File: config.mk
export PLATFORM = sky130hd
export DESIGN_NAME = control_unit_flat
export DESIGN_NICKNAME = d
export VERILOG_FILES = /design/src/rtl/sp_pkg.sv /design/src/rtl/control_unit_if.sv /design/src/rtl/ir_reg.sv /design/src/rtl/control_unit.sv /design/src/flat_wrapper.sv
export SDC_FILE = /design/constraint.sdc
export NUM_CORES = 1
export LEC_CHECK = 0
export BUFFER_PORTS_ARGS = -buffer_cell sky130_fd_sc_hd__buf_4
export CAP_MARGIN = 25
export CORE_ASPECT_RATIO = 0.9
export CORE_MARGIN = 1
export CORE_UTILIZATION = 49
export CTS_CLUSTER_SIZE = 20
export DETAILED_ROUTE_END_ITERATION = 6
export PLACE_DENSITY = 0.85
export SYNTH_ARGS = -nofsm -noshare
export SYNTH_HDL_FRONTEND = slang
export SYNTH_SLANG_ARGS = --single-unit
File: constraint.sdc
create_clock -name Clk -period 2.7 [get_ports Clk]
set_clock_uncertainty 0.15 [all_clocks]
set_input_delay 0.27 -clock Clk [delete_from_list [all_inputs] [get_ports Clk]]
set_output_delay 0.27 -clock Clk [all_outputs]
set_load 0.05 [all_outputs]
File: src/rtl/sp_pkg.sv
// Shared types and widths for the simple processor: opcodes, controller states, ALU selects.
package sp_pkg;
    localparam int IW  = 16;
    localparam int PCW = 7;
    localparam int DAW = 8;
    localparam int RAW = 4;

    typedef enum logic [3:0] {
        OP_NOOP  = 4'd0,
        OP_STORE = 4'd1,
        OP_LOAD  = 4'd2,
        OP_ADD   = 4'd3,
        OP_SUB   = 4'd4,
        OP_HALT  = 4'd5,
        OP_JUMP  = 4'd6
    } opcode_t;

    typedef enum logic [3:0] {
        S_INIT    = 4'd0,
        S_FETCH   = 4'd1,
        S_LOAD_IR = 4'd2,
        S_DECODE  = 4'd3,
        S_NOOP    = 4'd4,
        S_STORE   = 4'd5,
        S_LOAD_A  = 4'd6,
        S_LOAD_B  = 4'd7,
        S_ADD     = 4'd8,
        S_SUB     = 4'd9,
        S_HALT    = 4'd10,
        S_JUMP    = 4'd11
    } state_t;

    localparam logic [2:0] ALU_PASS = 3'd0;
    localparam logic [2:0] ALU_ADD  = 3'd1;
    localparam logic [2:0] ALU_SUB  = 3'd2;
endpackage

File: src/rtl/control_unit_if.sv
// Controller-to-PC/ROM/datapath bundle; master is the control unit.
interface control_unit_if;
    import sp_pkg::*;

    logic [IW-1:0]  IR_in;
    logic           PC_up;
    logic           PC_clr;
    logic           PC_jmp_en;
    logic [PCW-1:0] PC_jmp_addr;
    logic [DAW-1:0] D_addr;
    logic           D_wr;
    logic           RF_s;
    logic [RAW-1:0] RF_W_addr;
    logic           RF_W_en;
    logic [RAW-1:0] RF_Ra_addr;
    logic [RAW-1:0] RF_Rb_addr;
    logic [2:0]     ALU_s0;
    logic [3:0]     state_out;

    modport master (
        input  IR_in,
        output PC_up, PC_clr, PC_jmp_en, PC_jmp_addr, D_addr, D_wr, RF_s,
               RF_W_addr, RF_W_en, RF_Ra_addr, RF_Rb_addr, ALU_s0, state_out
    );

    modport slave (
        output IR_in,
        input  PC_up, PC_clr, PC_jmp_en, PC_jmp_addr, D_addr, D_wr, RF_s,
               RF_W_addr, RF_W_en, RF_Ra_addr, RF_Rb_addr, ALU_s0, state_out
    );
endinterface

File: src/rtl/ir_reg.sv
// Instruction register: load-enabled, synchronous clear has priority over load.
module ir_reg
    import sp_pkg::*;
(
    input  logic          clk,
    input  logic          clr,
    input  logic          ld,
    input  logic [IW-1:0] d,
    output logic [IW-1:0] q
);
    always_ff @(posedge clk) begin
        if (clr)
            q <= '0;
        else if (ld)
            q <= d;
    end
endmodule

File: src/rtl/control_unit.sv
// Instruction-sequencing FSM: fetch/decode/execute with Moore outputs from state and IR.
module control_unit
    import sp_pkg::*;
(
    input  logic           Clk,
    input  logic           Reset,
    control_unit_if.master bus
);
    state_t        state;
    state_t        state_nxt;
    logic [IW-1:0] ir;
    logic          ir_ld;

    ir_reg u_ir (
        .clk (Clk),
        .clr (Reset),
        .ld  (ir_ld),
        .d   (bus.IR_in),
        .q   (ir)
    );

    always_ff @(posedge Clk) begin
        if (Reset)
            state <= S_INIT;
        else
            state <= state_nxt;
    end

    always_comb begin
        state_nxt       = state;
        ir_ld           = 1'b0;
        bus.PC_up       = 1'b0;
        bus.PC_clr      = 1'b0;
        bus.PC_jmp_en   = 1'b0;
        bus.PC_jmp_addr = '0;
        bus.D_addr      = '0;
        bus.D_wr        = 1'b0;
        bus.RF_s        = 1'b0;
        bus.RF_W_addr   = '0;
        bus.RF_W_en     = 1'b0;
        bus.RF_Ra_addr  = '0;
        bus.RF_Rb_addr  = '0;
        bus.ALU_s0      = ALU_PASS;
        bus.state_out   = state;

        case (state)
            S_INIT: begin
                bus.PC_clr = 1'b1;
                state_nxt  = S_FETCH;
            end
            S_FETCH: state_nxt = S_LOAD_IR;
            S_LOAD_IR: begin
                ir_ld     = 1'b1;
                bus.PC_up = 1'b1;
                state_nxt = S_DECODE;
            end
            S_DECODE: begin
                case (ir[15:12])
                    OP_STORE: state_nxt = S_STORE;
                    OP_LOAD:  state_nxt = S_LOAD_A;
                    OP_ADD:   state_nxt = S_ADD;
                    OP_SUB:   state_nxt = S_SUB;
                    OP_HALT:  state_nxt = S_HALT;
                    OP_JUMP:  state_nxt = S_JUMP;
                    default:  state_nxt = S_FETCH;
                endcase
            end
            S_STORE: begin
                bus.D_addr     = ir[7:0];
                bus.RF_Ra_addr = ir[11:8];
                bus.D_wr       = 1'b1;
                state_nxt      = S_FETCH;
            end
            // RAM read data is valid one cycle after the address is presented.
            S_LOAD_A: begin
                bus.D_addr = ir[7:0];
                state_nxt  = S_LOAD_B;
            end
            S_LOAD_B: begin
                bus.D_addr    = ir[7:0];
                bus.RF_s      = 1'b1;
                bus.RF_W_addr = ir[11:8];
                bus.RF_W_en   = 1'b1;
                state_nxt     = S_FETCH;
            end
            S_ADD, S_SUB: begin
                bus.RF_Ra_addr = ir[7:4];
                bus.RF_Rb_addr = ir[3:0];
                bus.RF_W_addr  = ir[11:8];
                bus.RF_W_en    = 1'b1;
                bus.ALU_s0     = (state == S_ADD) ? ALU_ADD : ALU_SUB;
                state_nxt      = S_FETCH;
            end
            S_JUMP: begin
                bus.PC_jmp_en   = 1'b1;
                bus.PC_jmp_addr = ir[6:0];
                state_nxt       = S_FETCH;
            end
            S_HALT: state_nxt = S_HALT;
            default: state_nxt = S_INIT;
        endcase

        // Reset masks everything so an in-flight store or register write is dropped.
        if (Reset) begin
            ir_ld           = 1'b0;
            bus.PC_up       = 1'b0;
            bus.PC_clr      = 1'b1;
            bus.PC_jmp_en   = 1'b0;
            bus.PC_jmp_addr = '0;
            bus.D_addr      = '0;
            bus.D_wr        = 1'b0;
            bus.RF_s        = 1'b0;
            bus.RF_W_addr   = '0;
            bus.RF_W_en     = 1'b0;
            bus.RF_Ra_addr  = '0;
            bus.RF_Rb_addr  = '0;
            bus.ALU_s0      = ALU_PASS;
            bus.state_out   = S_INIT;
        end
    end
endmodule

File: src/flat_wrapper.sv
// flat-port wrapper written by rule: the top's interface ports become plain ports
module control_unit_flat import sp_pkg::*;
  (Clk, Reset, bus_IR_in, bus_PC_up, bus_PC_clr, bus_PC_jmp_en, bus_PC_jmp_addr, bus_D_addr, bus_D_wr, bus_RF_s, bus_RF_W_addr, bus_RF_W_en, bus_RF_Ra_addr, bus_RF_Rb_addr, bus_ALU_s0, bus_state_out);
  control_unit_if bus_i ();
  input  logic Clk;
  input  logic Reset;
  input wire logic [$bits(bus_i.IR_in)-1:0] bus_IR_in;
  output wire logic [$bits(bus_i.PC_up)-1:0] bus_PC_up;
  output wire logic [$bits(bus_i.PC_clr)-1:0] bus_PC_clr;
  output wire logic [$bits(bus_i.PC_jmp_en)-1:0] bus_PC_jmp_en;
  output wire logic [$bits(bus_i.PC_jmp_addr)-1:0] bus_PC_jmp_addr;
  output wire logic [$bits(bus_i.D_addr)-1:0] bus_D_addr;
  output wire logic [$bits(bus_i.D_wr)-1:0] bus_D_wr;
  output wire logic [$bits(bus_i.RF_s)-1:0] bus_RF_s;
  output wire logic [$bits(bus_i.RF_W_addr)-1:0] bus_RF_W_addr;
  output wire logic [$bits(bus_i.RF_W_en)-1:0] bus_RF_W_en;
  output wire logic [$bits(bus_i.RF_Ra_addr)-1:0] bus_RF_Ra_addr;
  output wire logic [$bits(bus_i.RF_Rb_addr)-1:0] bus_RF_Rb_addr;
  output wire logic [$bits(bus_i.ALU_s0)-1:0] bus_ALU_s0;
  output wire logic [$bits(bus_i.state_out)-1:0] bus_state_out;
  assign bus_i.IR_in = bus_IR_in;
  assign bus_PC_up = bus_i.PC_up;
  assign bus_PC_clr = bus_i.PC_clr;
  assign bus_PC_jmp_en = bus_i.PC_jmp_en;
  assign bus_PC_jmp_addr = bus_i.PC_jmp_addr;
  assign bus_D_addr = bus_i.D_addr;
  assign bus_D_wr = bus_i.D_wr;
  assign bus_RF_s = bus_i.RF_s;
  assign bus_RF_W_addr = bus_i.RF_W_addr;
  assign bus_RF_W_en = bus_i.RF_W_en;
  assign bus_RF_Ra_addr = bus_i.RF_Ra_addr;
  assign bus_RF_Rb_addr = bus_i.RF_Rb_addr;
  assign bus_ALU_s0 = bus_i.ALU_s0;
  assign bus_state_out = bus_i.state_out;
  control_unit u_core (.Clk(Clk), .Reset(Reset), .bus(bus_i));
endmodule
==> metrics.md, run 1 <==
| Metric | Value |
|---|---|
| Die H | 49.31 µm |
| Hold_buf cts | 0 |
| Synth Register Bits | 20 |
| Sw Pwr | 0.1761 mW |
| Top post-synthesis cells by count | nand2_1, and2_1, dfxtp_1 |
| Layout cell share with drive strength beyond 1 | 0.3252 |
| Ports | 58 |
| HPWL after detailed placement | 2.337 mm |
| Number of library cell types mapped by synthesis | 36 |
| Wire per inst | 12.73 µm |
| Comb power frac | 0.194 |
| Die width | 54.57 µm |
| Crit path cell chain | nand2b_1, nor3_2, and2_1, buf_4 |
| Period utilization | 0.8976 |
| Worst IR Drop VDD | 0.2981 mV |
| Sequential fraction of the synthesis area | 0.3285 |
| Largest stage delay, worst path | 710 ps |
| Max Clk Rate | 412.6 MHz |
| Final critical-path required period | 2424 ps |
| Global-route wire length before repair | 4.788 mm |
| Crit end category | output port |
| Postcts setup bufs | 0 |
| Diodes inserted | 0 |
| Hold Slack | 60.61 ps |
| Placed cell area | 1620 µm² |
| Worst skew pair latency | 290 ps |
| Met3 Usage GRT | 0.04984 |
| TritonCTS clock tree | yes |
| Post-synth top area share | 0.3285 |
| Main synth FF type | dfxtp_1 |
| Routed wire length | 2.967 mm |
| Fraction of registers with async set/reset | 0 |
| Hold Path Class | in -> reg |
| Mapped Area | 1219 µm² |
| Via count | 1229 |
| Clk sink count | 20 |
| Row cnt | 16 |
| Routing usage on met2 | 0.3780 |
| GRT overflow | 0 |
| R2R Setup Slk | 840 ps |
| DR vias/cell | 5.275 |
| Met1 usage | 0.3295 |
| Fin. Hold Viols | 0 |
| Slew HR | 0.5078 |
| Top-count cell post-synth | nand2_1 |
| Largest net degree at the start of global routing | 31 |
| Area Overhead vs Synth | 34.81% |
| Number of global-route vias before repair | 1061 |
| Clk buf depth | 2 |
| Pins Over Slew Limit | 0 |
| Core box area | 2262 µm² |
| Critical path class | reg -> out |
| Number of flops mapped to enable cells by yosys | 0 |
| Detailed Routing Iterations Pass 1 | 4 |
| Syn Area/Cell | 7.762 µm² |
| # setup viols final | 0 |
| Root buffer cell | clkbuf_4 |
| CTS Buf Count | 3 |
| Worst-path clk slew | 100 ps |
| CP max stage cell | dfxtp_1 |
| GP Congestion | 0.8367 |
| Status | finished, final reports clean |
| Buffers on Ports | 56 |
| Worst Setup SP | u_core.state[2]$_SDFF_PP0_ |
| # DRC | 0 |
| Synth Instances | 157 |
| Antenna-violating nets left | 0 |
| Worst slew pin tran | 735.1 ps |
| MaxCap Viol Count | 0 |
| Worst endpoint required time | 2280 ps |
| Crit start category | flop |
| CP Data Arrival Time | 2000 ps |
| Post-Route Setup TNS | 0 ps |
| RSZ-0062 raised after global routing | no |
| Initial DRC count | 33 |
| Yosys top cell by area | dfxtp_1 |
| Hold Path Origin | bus_IR_in[9] |
| Synthesis warning total | 0 |
| Switching share of power | 0.2982 |
| Die area | 2691 µm² |
| Most Crowded Layer GR | met2 |
| Initial core utilization | 0.5387 |
| Worst-path fanout max | 17 |
| Initial antenna violation count | 0 |
| Layout Nets | 226 |
| R2R Path Start | u_core.state[1]$_SDFF_PP0_ |
| Post-Layout Inst Area | 1643 µm² |
| Power Density | 359.5 nW/µm² |
| Htree depth | 1 |
| Leak | 0.6924 nW |
| Clk pwr share | 0.232 |
| Synth area leaders | dfxtp_1, and2_1, nand2_1 |
| Cells resized by post-CTS repair | 0 |
| Synth Net Count | 175 |
| Total Routing Usage GR | 0.2419 |
| P_int | 0.4145 mW |
| Reg power frac | 0.575 |
-- per-layer routing --
layer  share of wire  up-vias
met4           0.013        0
met2            0.48       41
met3           0.060        7
met1            0.45      549
met5               0        -
li1                -      632
-- area by class of cell --
cell class                      instances  area [µm²]
Multi-Input combinational cell        126       758.2
Sequential cell                        20       400.4
Tap cell                               27       33.78
Timing Repair Buffer                   57       427.9
Fill cell                             188       619.3
Clock buffer                            3       22.52
-- power groups by stage --
stage	logic, mW	clock network [mW]	registers (mW)
after floorplan	0.0906	0	0.330
after global placement	0.113	0	0.344
after detailed placement	0.115	0	0.346
after CTS	0.115	0.139	0.339
after global routing	0.128	0.152	0.343
final	0.114	0.137	0.339
-- path summary, 6_finish.rpt --
path | depth (start not counted) | to
worst max register to register | 3 | u_core.u_ir.q[11]$_SDFFE_PP0P_
worst min register to register | 2 | u_core.u_ir.q[15]$_SDFFE_PP0P_
worst max-delay path | 4 | bus_D_addr[7]
worst min-delay path | 3 | u_core.u_ir.q[9]$_SDFFE_PP0P_
-- through the flow --
step | total power [mW] | std cells | worst slack [ps] | utilization
floorplan | 0.4208 | 157 | 147.7 | -
global placement | 0.4569 | 230 | 671.1 | 0.7163
detailed placement | 0.4610 | 230 | 609.9 | 0.7163
CTS | 0.5936 | 233 | 276.8 | 0.7262
global route | 0.6230 | 233 | 69.13 | 0.7262
finish | 0.5906 | 233 | 276.4 | 0.7262
-- critical path, delay by kind of cell (launching register included) --
family | cells | cell delay (ps)
buffers and inverters | 1 | 190
AND/OR/NAND/NOR | 3 | 810
flip-flops | 1 | 710
-- placed cells by master, fill, tap and decap left out, types with 2 or more instances in the layout --
cell type	synthesis	final
clkbuf_4	0	3
o21a_1	2	2
and2_1	23	23
nand3b_1	2	2
nor3_1	3	3
a22o_1	4	4
a21oi_1	18	18
nor2_1	5	5
buf_4	1	57
dfxtp_1	20	20
nand2b_1	6	6
a211oi_1	2	2
nor4_1	2	2
nor3_2	3	3
nor2b_1	5	5
nand2_1	33	33
mux2i_1	2	2
-- cell families after synthesis --
family,Yosys count,share of synthesized area
buffers and inverters,11,0.04928
XOR/XNOR,2,0.01438
multiplexers,2,0.01643
flip-flops,20,0.3285
AND/OR/NAND/NOR,88,0.4127
other,1,0.003077
AO/OA/AOI/OAI,33,0.1756
-- state kept, by name (all words and copies together) (netlist names) --
register       count
u_core.state       4
u_core.u_ir.q     16
(Power assumes the default switching activity.)
==> inputs of run 2 (changes only) <==
--- a/constraint.sdc
+++ b/constraint.sdc
@@ -4,2 +4,2 @@
 set_output_delay 0.27 -clock Clk [all_outputs]
-set_load 0.05 [all_outputs]
+set_load 0.005 [all_outputs]
==> metrics.md, run 2 (same netlist as run 1, synthesis figures left out) <==
| Metric | Value |
|---|---|
| Commonest non-fill, non-tap cell in the layout | buf_4 |
| Hold Path Class | in -> reg |
| Die H | 49.31 µm (unchanged) |
| RSZ-0062 raised after global routing | no |
| DR vias/cell | 5.308 (+0.63%) |
| P_int | 0.5122 mW (+24%) |
| Crit end category | output port |
| R2R Setup Slk | 760 ps (-80 ps) |
| Initial antenna violation count | 0 (unchanged) |
| Status | finished, final reports clean |
| Worst-path fanout max | 15 (-2) |
| Crit path cell chain | nor2b_1, nor3b_2, a22o_1, buf_4 |
| Clk buf depth | 2 (unchanged) |
| Highest-count cells in the layout ignoring fill and taps | buf_4, nand2_1, and2_1 |
| Worst slew pin tran | 771.5 ps (+36.38 ps) |
| Ports | 58 (unchanged) |
| Worst IR Drop VDD | 0.4128 mV (+38%) |
| # setup viols final | 0 (unchanged) |
| Post-Route Setup TNS | 0 ps (unchanged) |
| Initial core utilization | 0.5387 (unchanged) |
| Path depth of the worst reg2reg path | 4 (+1) |
| Core box area | 2262 µm² (unchanged) |
| Reg power frac | 0.499 (-0.076) |
| Diodes inserted | 0 (unchanged) |
| Row cnt | 16 (unchanged) |
| Reg2Reg Capture Point | u_core.u_ir.q[4]$_SDFFE_PP0P_ |
| Number of global-route vias before repair | 1040 (-2.0%) |
| Period utilization | 0.8834 (-0.01426) |
| Cells resized by post-CTS repair | 0 (unchanged) |
| Root buffer cell | clkbuf_4 |
| Die width | 54.57 µm (unchanged) |
| Clk pwr share | 0.359 (+0.127) |
| Htree depth | 1 (unchanged) |
| Routed wire length | 3.020 mm (+1.8%) |
| Wire per inst | 12.91 µm (+1.4%) |
| Biggest regs | u_core.u_ir.q x16, u_core.state x4 |
| Post-Layout Inst Area | 1673 µm² (+1.8%) |
| Largest stage delay, worst path | 660 ps (-50 ps) |
| Total Routing Usage GR | 0.2351 (-0.006804) |
| Via count | 1242 (+1.1%) |
| CP Data Arrival Time | 1970 ps (-30 ps) |
| Detailed Routing Iterations Pass 1 | 4 (unchanged) |
| Layout Nets | 226 (unchanged) |
| Global-route wire length before repair | 4.719 mm (-1.4%) |
| Final critical-path required period | 2385 ps (-38.50 ps) |
| Critical path class | reg -> out |
| Antenna-violating nets left | 0 (unchanged) |
| Fin. Hold Viols | 0 (unchanged) |
| Final Core Density | 0.7395 (+0.01327) |
| GRT overflow | 0 (unchanged) |
| GP Congestion | 0.8197 (-2.0%) |
| Area Overhead vs Synth | 37.27% |
| Worst skew pair latency | 300 ps (about the same) |
| CP max stage cell | dfxtp_1 |
| Hold_buf cts | 0 (unchanged) |
| Switching share of power | 0.2470 (-0.05119) |
| Placed cell area | 1620 µm² (unchanged) |
| Worst Setup SP | u_core.state[3]$_SDFF_PP0_ |
| HPWL after detailed placement | 2.294 mm (-1.8%) |
| # DRC | 0 (unchanged) |
| Max Clk Rate | 419.3 MHz (+1.6%) |
| Worst setup path endpoint | bus_RF_Ra_addr[1] |
| Clk sink count | 20 (unchanged) |
| Placed cells | 230 (unchanged) |
| Pins Over Slew Limit | 0 (unchanged) |
| Worst-path clk slew | 110 ps (about the same) |
| TritonCTS clock tree | yes |
| Comb power frac | 0.142 (-0.052) |
| Sw Pwr | 0.1680 mW (-4.6%) |
| Leak | 0.7065 nW (+2.0%) |
| Worst endpoint required time | 2280 ps (about the same) |
| Postcts setup bufs | 0 (unchanged) |
| Non-filler instance count after layout | 234 (+0.43%) |
| Die area | 2691 µm² (unchanged) |
| MaxCap Viol Count | 0 (unchanged) |
| R2R Path Start | u_core.state[1]$_SDFF_PP0_ |
| Power Density | 406.6 nW/µm² (+13%) |
| Initial DRC count | 17 (-48%) |
| CTS Buf Count | 3 (unchanged) |
| Number of flip-flops in the largest register | 16 (unchanged) |
| Largest Register | u_core.u_ir.q |
| Layout cell share with drive strength beyond 1 | 0.3285 (+0.003260) |
| Buffers on Ports | 56 (unchanged) |
| Largest net degree at the start of global routing | 31 (unchanged) |
| Crit start category | flop |
| Slew HR | 0.4835 (-0.02436) |
==> run 2: cell type report <==
type	count	area, µm²
tap	27	33.78
multi-input combinational	126	758.2
sequential	20	400.4
timing repair buffer	57	427.9
fill	184	589.3
clock inverter	1	30.03
clock buffer	3	22.52
==> run 2: worst min-delay path by stage <==
stage	start	to	slack [ps]	depth (start not counted)
after detailed placement	u_core.u_ir.q[15]$_SDFFE_PP0P_	u_core.u_ir.q[15]$_SDFFE_PP0P_	320	2
after CTS	bus_IR_in[0]	u_core.u_ir.q[0]$_SDFFE_PP0P_	40	3
after global routing	bus_IR_in[5]	u_core.u_ir.q[5]$_SDFFE_PP0P_	50	3
after floorplan	bus_IR_in[10]	u_core.u_ir.q[10]$_SDFFE_PP0P_	260	2
final	bus_IR_in[12]	u_core.u_ir.q[12]$_SDFFE_PP0P_	50	3
after global placement	u_core.u_ir.q[7]$_SDFFE_PP0P_	u_core.u_ir.q[7]$_SDFFE_PP0P_	320	2
==> run 2: per-layer routing <==
layer / global-route usage / wire length [µm] / part of all wire / vias to the layer above
li1: - / - / - / 631
met3: 0.02804 / 164 / 0.054 / 3
met5: 0 / 0 / 0 / -
met1: 0.3384 / 1471 / 0.49 / 562
met4: 0.06410 / 18 / 0.0060 / 0
met2: 0.3618 / 1365 / 0.45 / 46
==> run 2: power by group through the flow <==
stage	logic, mW	registers (mW)	clock network (mW)
after floorplan	0.0721	0.330	0
after global placement	0.0938	0.344	0
after detailed placement	0.0965	0.345	0
after CTS	0.0968	0.339	0.249
after global routing	0.109	0.343	0.261
final	0.0966	0.339	0.244
==> run 2: critical path: cells and delay by family (launching register included) <==
family | cells | cell delay [ps]
and+or+nand+nor | 2 | 670
DFF | 1 | 660
AOI/OAI and AO/OA | 1 | 220
buffers and inverters | 1 | 100
==> run 2: per-stage QoR <==
step	setup slack, ps	total power, mW	hold WS [ps]
final	314.9	0.6802	51.35
after global routing	156.6	0.7123	45.08
after CTS	333.4	0.6843	44.83
after detailed placement	691.6	0.4419	324.1
after global placement	750.8	0.4379	322.0
after floorplan	1002	0.4023	256.0
